## config.mk

```make
export PLATFORM = sky130hd
export DESIGN_NAME = dcache_nway
export DESIGN_NICKNAME = d
export VERILOG_FILES = /design/src/rtl/dcache_nway.sv
export SDC_FILE = /design/constraint.sdc
export NUM_CORES = 2
export LEC_CHECK = 0
export BUFFER_PORTS_ARGS = -buffer_cell sky130_fd_sc_hd__buf_2
export CAP_MARGIN = 20
export CORE_UTILIZATION = 48
export DETAILED_ROUTE_END_ITERATION = 8
export PLACE_DENSITY = 0.68
export SYNTH_ARGS = -nofsm -noshare
export SYNTH_HDL_FRONTEND = slang
export SYNTH_SLANG_ARGS = --single-unit
```

## constraint.sdc

```tcl
create_clock -name CLK -period 5.8 [get_ports CLK]
set_clock_uncertainty 0.05 [all_clocks]
set_input_delay 0 -clock CLK [delete_from_list [all_inputs] [get_ports CLK]]
set_output_delay 0 -clock CLK [all_outputs]
set_load 0.02 [all_outputs]
```

## src/rtl/dcache_nway.sv

```systemverilog
// N-way set-associative write-back, write-allocate data cache with true-LRU age counters and burst line transfers.
// Optional hit/miss statistic write on halt is enabled by defining DCACHE_STATS_EN.
module dcache_nway #(
    parameter int WAYS     = 2,
    parameter int SETS     = 8,
    parameter int BLKWORDS = 2
) (
    input  logic        CLK,
    input  logic        nRST,
    input  logic        dmemREN,
    input  logic        dmemWEN,
    input  logic [31:0] dmemaddr,
    input  logic [31:0] dmemstore,
    input  logic        halt,
    output logic        dhit,
    output logic [31:0] dmemload,
    output logic        flushed,
    output logic        dREN,
    output logic        dWEN,
    output logic [31:0] daddr,
    output logic [31:0] dstore,
    input  logic [31:0] dload,
    input  logic        dwait
);
    localparam int WAYW = $clog2(WAYS);
    localparam int IDXW = $clog2(SETS);
    localparam int BOW  = $clog2(BLKWORDS);
    localparam int TAGW = 30 - BOW - IDXW;
    localparam int NFR  = SETS * WAYS;
    localparam int FW   = $clog2(NFR) + 1;
    localparam logic [BOW-1:0] K_LAST = BOW'(BLKWORDS - 1);

`ifdef DCACHE_STATS_EN
    typedef enum logic [2:0] {IDLE, WB, FILL, FLUSH_CHK, FLUSH_WB, COUNT, HALT} state_t;
`else
    typedef enum logic [2:0] {IDLE, WB, FILL, FLUSH_CHK, FLUSH_WB, HALT} state_t;
`endif

    state_t            r_state;
    logic              r_valid [SETS][WAYS];
    logic              r_dirty [SETS][WAYS];
    logic [TAGW-1:0]   r_tag   [SETS][WAYS];
    logic [WAYW-1:0]   r_age   [SETS][WAYS];
    logic [31:0]       r_data  [SETS][WAYS][BLKWORDS];
    logic [TAGW-1:0]   r_req_tag;
    logic [IDXW-1:0]   r_req_idx;
    logic [WAYW-1:0]   r_victim;
    logic [BOW-1:0]    r_k;
    logic [FW-1:0]     r_f;
`ifdef DCACHE_STATS_EN
    logic [31:0]       r_hit_count;
    logic [31:0]       r_miss_count;
`endif

    logic [TAGW-1:0]   w_tag;
    logic [IDXW-1:0]   w_idx;
    logic [BOW-1:0]    w_boff;
    logic              w_req;
    logic [WAYS-1:0]   w_match;
    logic              w_hit;
    logic [WAYW-1:0]   w_hitway;
    logic [WAYW-1:0]   w_victim;
    logic              w_flushing;
    logic [IDXW-1:0]   w_set;
    logic [WAYW-1:0]   w_way;
    logic              w_touch_en;
    logic [IDXW-1:0]   w_touch_set;
    logic [WAYW-1:0]   w_touch_way;
    logic              w_unused;

    assign w_tag    = dmemaddr[31 -: TAGW];
    assign w_idx    = dmemaddr[2 + BOW +: IDXW];
    assign w_boff   = dmemaddr[2 +: BOW];
    assign w_req    = dmemREN | dmemWEN;
    assign w_unused = &{1'b0, dmemaddr[1:0]};

    for (genvar gi = 0; gi < WAYS; gi++) begin : g_match
        assign w_match[gi] = r_valid[w_idx][gi] && (r_tag[w_idx][gi] == w_tag);
    end
    assign w_hit = |w_match;

    always_comb begin
        w_hitway = '0;
        for (int i = 0; i < WAYS; i++)
            if (w_match[i]) w_hitway = WAYW'(i);
    end

    // Oldest way first, then overridden by the lowest-index invalid way if any exists.
    always_comb begin
        w_victim = '0;
        for (int i = 0; i < WAYS; i++)
            if (r_age[w_idx][i] == WAYW'(WAYS - 1)) w_victim = WAYW'(i);
        for (int i = WAYS - 1; i >= 0; i--)
            if (!r_valid[w_idx][i]) w_victim = WAYW'(i);
    end

    assign dhit     = (r_state == IDLE) && !halt && w_req && w_hit;
    assign dmemload = (dhit && dmemREN) ? r_data[w_idx][w_hitway][w_boff] : 32'h0;
    assign flushed  = (r_state == HALT);

    assign w_flushing = (r_state == FLUSH_CHK) || (r_state == FLUSH_WB);
    assign w_set      = w_flushing ? r_f[IDXW-1:0]     : r_req_idx;
    assign w_way      = w_flushing ? r_f[IDXW +: WAYW] : r_victim;

    always_comb begin
        w_touch_en  = 1'b0;
        w_touch_set = w_idx;
        w_touch_way = w_hitway;
        if (dhit) begin
            w_touch_en = 1'b1;
        end else if (r_state == FILL && !dwait && r_k == K_LAST) begin
            w_touch_en  = 1'b1;
            w_touch_set = r_req_idx;
            w_touch_way = r_victim;
        end
    end

    always_comb begin
        dREN   = 1'b0;
        dWEN   = 1'b0;
        daddr  = 32'h0;
        dstore = 32'h0;
        case (r_state)
            WB, FLUSH_WB: begin
                dWEN   = 1'b1;
                daddr  = {r_tag[w_set][w_way], w_set, r_k, 2'b00};
                dstore = r_data[w_set][w_way][r_k];
            end
            FILL: begin
                dREN  = 1'b1;
                daddr = {r_req_tag, r_req_idx, r_k, 2'b00};
            end
`ifdef DCACHE_STATS_EN
            COUNT: begin
                dWEN   = 1'b1;
                daddr  = 32'h0000_3100;
                dstore = r_hit_count - r_miss_count;
            end
`endif
            default: ;
        endcase
    end

    always_ff @(posedge CLK) begin
        if (dhit && dmemWEN)
            r_data[w_idx][w_hitway][w_boff] <= dmemstore;
        if (r_state == FILL && !dwait)
            r_data[r_req_idx][r_victim][r_k] <= dload;
    end

    always_ff @(posedge CLK or negedge nRST) begin
        if (!nRST) begin
            r_state   <= IDLE;
            r_req_tag <= '0;
            r_req_idx <= '0;
            r_victim  <= '0;
            r_k       <= '0;
            r_f       <= '0;
            for (int s = 0; s < SETS; s++)
                for (int w = 0; w < WAYS; w++) begin
                    r_valid[s][w] <= 1'b0;
                    r_dirty[s][w] <= 1'b0;
                    r_tag[s][w]   <= '0;
                    r_age[s][w]   <= WAYW'(w);
                end
`ifdef DCACHE_STATS_EN
            r_hit_count  <= '0;
            r_miss_count <= '0;
`endif
        end else begin
            // Touched way becomes youngest; only ways younger than it age, keeping ages a permutation.
            if (w_touch_en)
                for (int i = 0; i < WAYS; i++)
                    if (WAYW'(i) == w_touch_way)
                        r_age[w_touch_set][i] <= '0;
                    else if (r_age[w_touch_set][i] < r_age[w_touch_set][w_touch_way])
                        r_age[w_touch_set][i] <= r_age[w_touch_set][i] + WAYW'(1);
`ifdef DCACHE_STATS_EN
            if (dhit) r_hit_count <= r_hit_count + 32'd1;
`endif
            case (r_state)
                IDLE: begin
                    if (halt) begin
                        r_state <= FLUSH_CHK;
                        r_f     <= '0;
                    end else if (w_req) begin
                        if (w_hit) begin
                            if (dmemWEN) r_dirty[w_idx][w_hitway] <= 1'b1;
                        end else begin
                            r_req_tag <= w_tag;
                            r_req_idx <= w_idx;
                            r_victim  <= w_victim;
                            r_k       <= '0;
                            r_state   <= (r_valid[w_idx][w_victim] && r_dirty[w_idx][w_victim]) ? WB : FILL;
                        end
                    end
                end
                WB: begin
                    if (!dwait) begin
                        r_k <= r_k + BOW'(1);
                        if (r_k == K_LAST) r_state <= FILL;
                    end
                end
                FILL: begin
                    if (!dwait) begin
                        r_k <= r_k + BOW'(1);
                        if (r_k == K_LAST) begin
                            r_valid[r_req_idx][r_victim] <= 1'b1;
                            r_dirty[r_req_idx][r_victim] <= 1'b0;
                            r_tag[r_req_idx][r_victim]   <= r_req_tag;
`ifdef DCACHE_STATS_EN
                            r_miss_count <= r_miss_count + 32'd1;
`endif
                            r_state <= IDLE;
                        end
                    end
                end
                FLUSH_CHK: begin
                    if (r_f == FW'(NFR)) begin
`ifdef DCACHE_STATS_EN
                        r_state <= COUNT;
`else
                        r_state <= HALT;
`endif
                    end else if (r_dirty[w_set][w_way]) begin
                        r_k     <= '0;
                        r_state <= FLUSH_WB;
                    end else begin
                        r_f <= r_f + FW'(1);
                    end
                end
                FLUSH_WB: begin
                    if (!dwait) begin
                        r_k <= r_k + BOW'(1);
                        if (r_k == K_LAST) begin
                            r_dirty[w_set][w_way] <= 1'b0;
                            r_f     <= r_f + FW'(1);
                            r_state <= FLUSH_CHK;
                        end
                    end
                end
`ifdef DCACHE_STATS_EN
                COUNT: begin
                    if (!dwait) r_state <= HALT;
                end
`endif
                HALT: ;
                default: r_state <= IDLE;
            endcase
        end
    end
endmodule

```

==> flow_summary.ini <==
[pwr]
ir_worst_vdd_uv = 372
finalPower_mw = 24.0
cellLeakagePower_nw = 32.1
p_per_area_nw_per_um2 = 284

[synthesis]
synthCells = 6221
yosys.area.top_type_share_pct = 41.5
synth_area_leaders = edfxtp_1 41%, dfrtp_1 17%, mux2_2 7.7%
synth_xor_area_share_pct = 0.567
synthAdderAreaFrac_pct = 0.0473
async_flop_share_pct = 32.9
synth_ff_type = edfxtp_1
syn_avg_cell_area_sq_um = 11.9
synth_warnings = 0
synth_cell_types = 98
synthSimpleGateAreaFrac_pct = 10.4
seq_area_frac_synth_pct = 58.5
synth_seq_cells = 1527
synth_top_family_by_area = compound AO/OA/AOI/OAI gates
synth_compound_area_share_pct = 13.8
netlist_area_sq_um = 74100
yosys.area.top_type = edfxtp_1
synthMuxAreaShare_pct = 13.4
synth_edf_count = 1024

[drt]
ant_nets = 0
vias = 62000
top_layer = met5
wl_met3_um = 45100
met2_length_um = 127000
wl_per_cell_um = 34.7
drt-met1-wl_um = 102000
avgViaCountPerCell = 7.24
wirelength_um = 297000
initialDrtViolationCount = 11000
drc = 0
dr.pass1.iters = 7

[sta]
fin_tns_setup_ns = 0
hold_viol_final = 0
fmax_mhz = 173
fin_crit_sh_pct = 99.8
drv_slew = 0
maxSlewHeadroom_pct = 18.8
fin_ws_ns = 0.00912
period_needed_ns = 5.79
setup_viol = 0
worst_pin_slew_ns = 1.22
rsz0062_at_grt = false
holdWs_ns = 0.0280

[worst_setup_path]
critical-path-max-stage-delay_ns = 0.88
cpMaxStageDelayCell = nand3_4
worstSetupPathType = reg -> out
cp.arrival_ns = 5.74
crit_required_ns = 5.75
startpoint_type = flip-flop
crit_fanout = 31
crit_top_cell = o21ai_0
crit_path_end_kind = output port
crit_chain = and3b_1, o21ai_0, nand2_4, nand3_4, buf_4, nor2_1, a221oi_1, o21ai_0, a211oi_1, buf_2
reg2reg_depth = 11
path_depth = 10
critPathTopFamily = compound AO/OA/AOI/OAI gates
cp_num_buf_inv = 2

[layout]
final_cells = 8563
nets = 6498
syn_to_final_growth_pct = 14.4
final_util_pct = 55.5
nFillCells = 12400
seq_area_sq_um = 43400
multiInputGateArea_sq_um = 29000
design_area_sq_um = 84800
drive_gt1_share_pct = 22.9

[min_path]
worst_hold_path.num_cells = 3
hold_class = in -> reg

[global_route]
grt_util_all_layers_pct = 37.1
grt_pass1_wl_um = 421000
antenna_found_initial = 15
gr-total-overflow = 0
grt_max_degree = 127
first_global_vias = 59200

[job]
cap_violations = 0

[place]
placedCellCount = 8188
place_ws_ns = 0.558
place_area_sq_um = 78600
port-buffer-count = 197
finalWeightedCongestion = 0.961
hpwl_um = 171000

[clocking]
numCtsBuffers = 159
post-cts-setup-buffer-count = 0
cts.clk_slew.worst_paths_ns = 0.06
cts_buffer_depth = 3
clockRootBuffer = clkbuf_16
cts_sinks = 1527
insertion_delay_ns = 0.83
h-tree-depth = 4
cts_tree = yes

[run_status]
status = completed

[floorplanning]
ios = 202
dieArea_sq_um = 156000
die_h_um = 395
start_util_pct = 48.6
core-area_sq_um = 153000
row_count = 143
die_x_um = 395
[cell usage after synthesis (10+ instances only)]
cell / number
or3_1: 15
a311oi_1: 61
mux2_4: 30
or4_1: 29
nand3_1: 203
nor4_1: 71
nor2b_1: 29
a31oi_1: 91
a211oi_1: 59
clkbuf_1: 337
a22o_1: 13
o22ai_1: 623
edfxtp_1: 1024
xor2_1: 14
o211ai_1: 31
or2_2: 13
a22oi_1: 43
buf_6: 12
mux2i_1: 131
a21o_1: 12
xnor2_1: 34
nand4_1: 11
inv_1: 30
nor2_1: 308
nand2b_1: 11
dfrtp_1: 495
mux4_2: 106
buf_2: 84
mux2_2: 507
o221ai_1: 96
nand2_1: 893
a221oi_1: 32
nor3_1: 73
o21ai_0: 220
and3_1: 47
a21oi_1: 139
buf_1: 87
buf_4: 10
[sequential cells by signal, indices dropped and copies added (netlist names)]
register	flops
r_state	3
r_age	16
r_victim	1
r_f	5
r_valid	16
r_tag	416
r_req_tag	26
r_data	1024
r_k	1
r_req_idx	3
r_dirty	16
[routing by layer]
| metal | GRT usage, % | vias up |
|---|---|---|
| met4 | 24.2 | 20 |
| li1 | - | 24400 |
| met1 | 47.4 | 30300 |
| met3 | 12.0 | 1409 |
| met5 | 0 | - |
| met2 | 54.3 | 5815 |
[tightest hold or removal path: cells and delay by family]
family / cells / cell delay (ns)
buf+inv: 2 / 0.71
mux: 1 / 0.16
[placed cells by master (no fill, tap or decap), types with 30 or more instances in the layout]
| cell type | count |
|---|---|
| dfrtp_1 | 493 |
| nand3_1 | 200 |
| a221oi_1 | 31 |
| nor2_1 | 265 |
| a211oi_1 | 58 |
| a21oi_1 | 137 |
| o22ai_1 | 622 |
| mux4_2 | 106 |
| mux2_2 | 507 |
| buf_2 | 193 |
| clkbuf_16 | 161 |
| o21ai_0 | 219 |
| buf_12 | 41 |
| mux2_4 | 30 |
| mux2i_1 | 131 |
| a311oi_1 | 61 |
| dlygate4sd3_1 | 64 |
| nor3_1 | 73 |
| nor2_4 | 45 |
| clkinv_2 | 39 |
| nand2_1 | 869 |
| a31oi_1 | 91 |
| buf_4 | 227 |
| o211ai_1 | 31 |
| edfxtp_1 | 1024 |
| nor4_1 | 70 |
| o221ai_1 | 96 |
| a22oi_1 | 42 |
| and3_1 | 46 |
| xnor2_1 | 34 |
[where the power goes]
group	switching, mW	total, mW	internal (mW)	leakage, nW
logic	1.36	1.95	0.585	13.4
registers	0.0511	11.7	11.7	16.1
clock network	4.59	10.4	5.81	2.55
total	6.00	24.0	18.0	32.1
[final cells by class]
type                       count  area share [%]
clock inverter               100            1.19
tap                         2030            3.00
inverter                      35           0.155
sequential                  1527            51.1
clock buffer                 192            4.97
antenna                        8          0.0236
timing repair buffer         541            5.31
multi-input combinational   4130            34.2
[logic make-up (layout without fill, tap and decap cells)]
logic type | after synthesis | count (layout)
AOI/OAI and AO/OA | 1547 | 1547
xor gates and xnor gates | 48 | 48
adders and majority gates | 3 | 3
buffers and inverters | 565 | 868
DFF | 1527 | 1527
muxes | 781 | 781
other | 1 | 10
and+or+nand+nor | 1749 | 1749
[what timing repair did]
| action | 4_1_cts | 5_1_grt |
|---|---|---|
| endpoints found under the hold margin | 476 | 320 |
| hold buffers | 45 | 20 |
| gates resized for setup | 0 | 8 |
| endpoints found under the setup margin | 0 | 18 |
[worst paths after layout]
kind	from	to	slack (ns)
setup reg to reg	r_state[1]	r_state[0]	0.30
hold reg to reg	r_valid[12]	r_valid[12]	0.41
max in group asynchronous	nRST	r_k	4.41
min in group asynchronous	nRST	r_req_tag[0]	0.37
setup / recovery	r_state[2]	dstore[13]	0.009
hold / removal	dmemaddr[13]	r_req_tag[7]	0.03
Power figures use the tool's default switching activity.
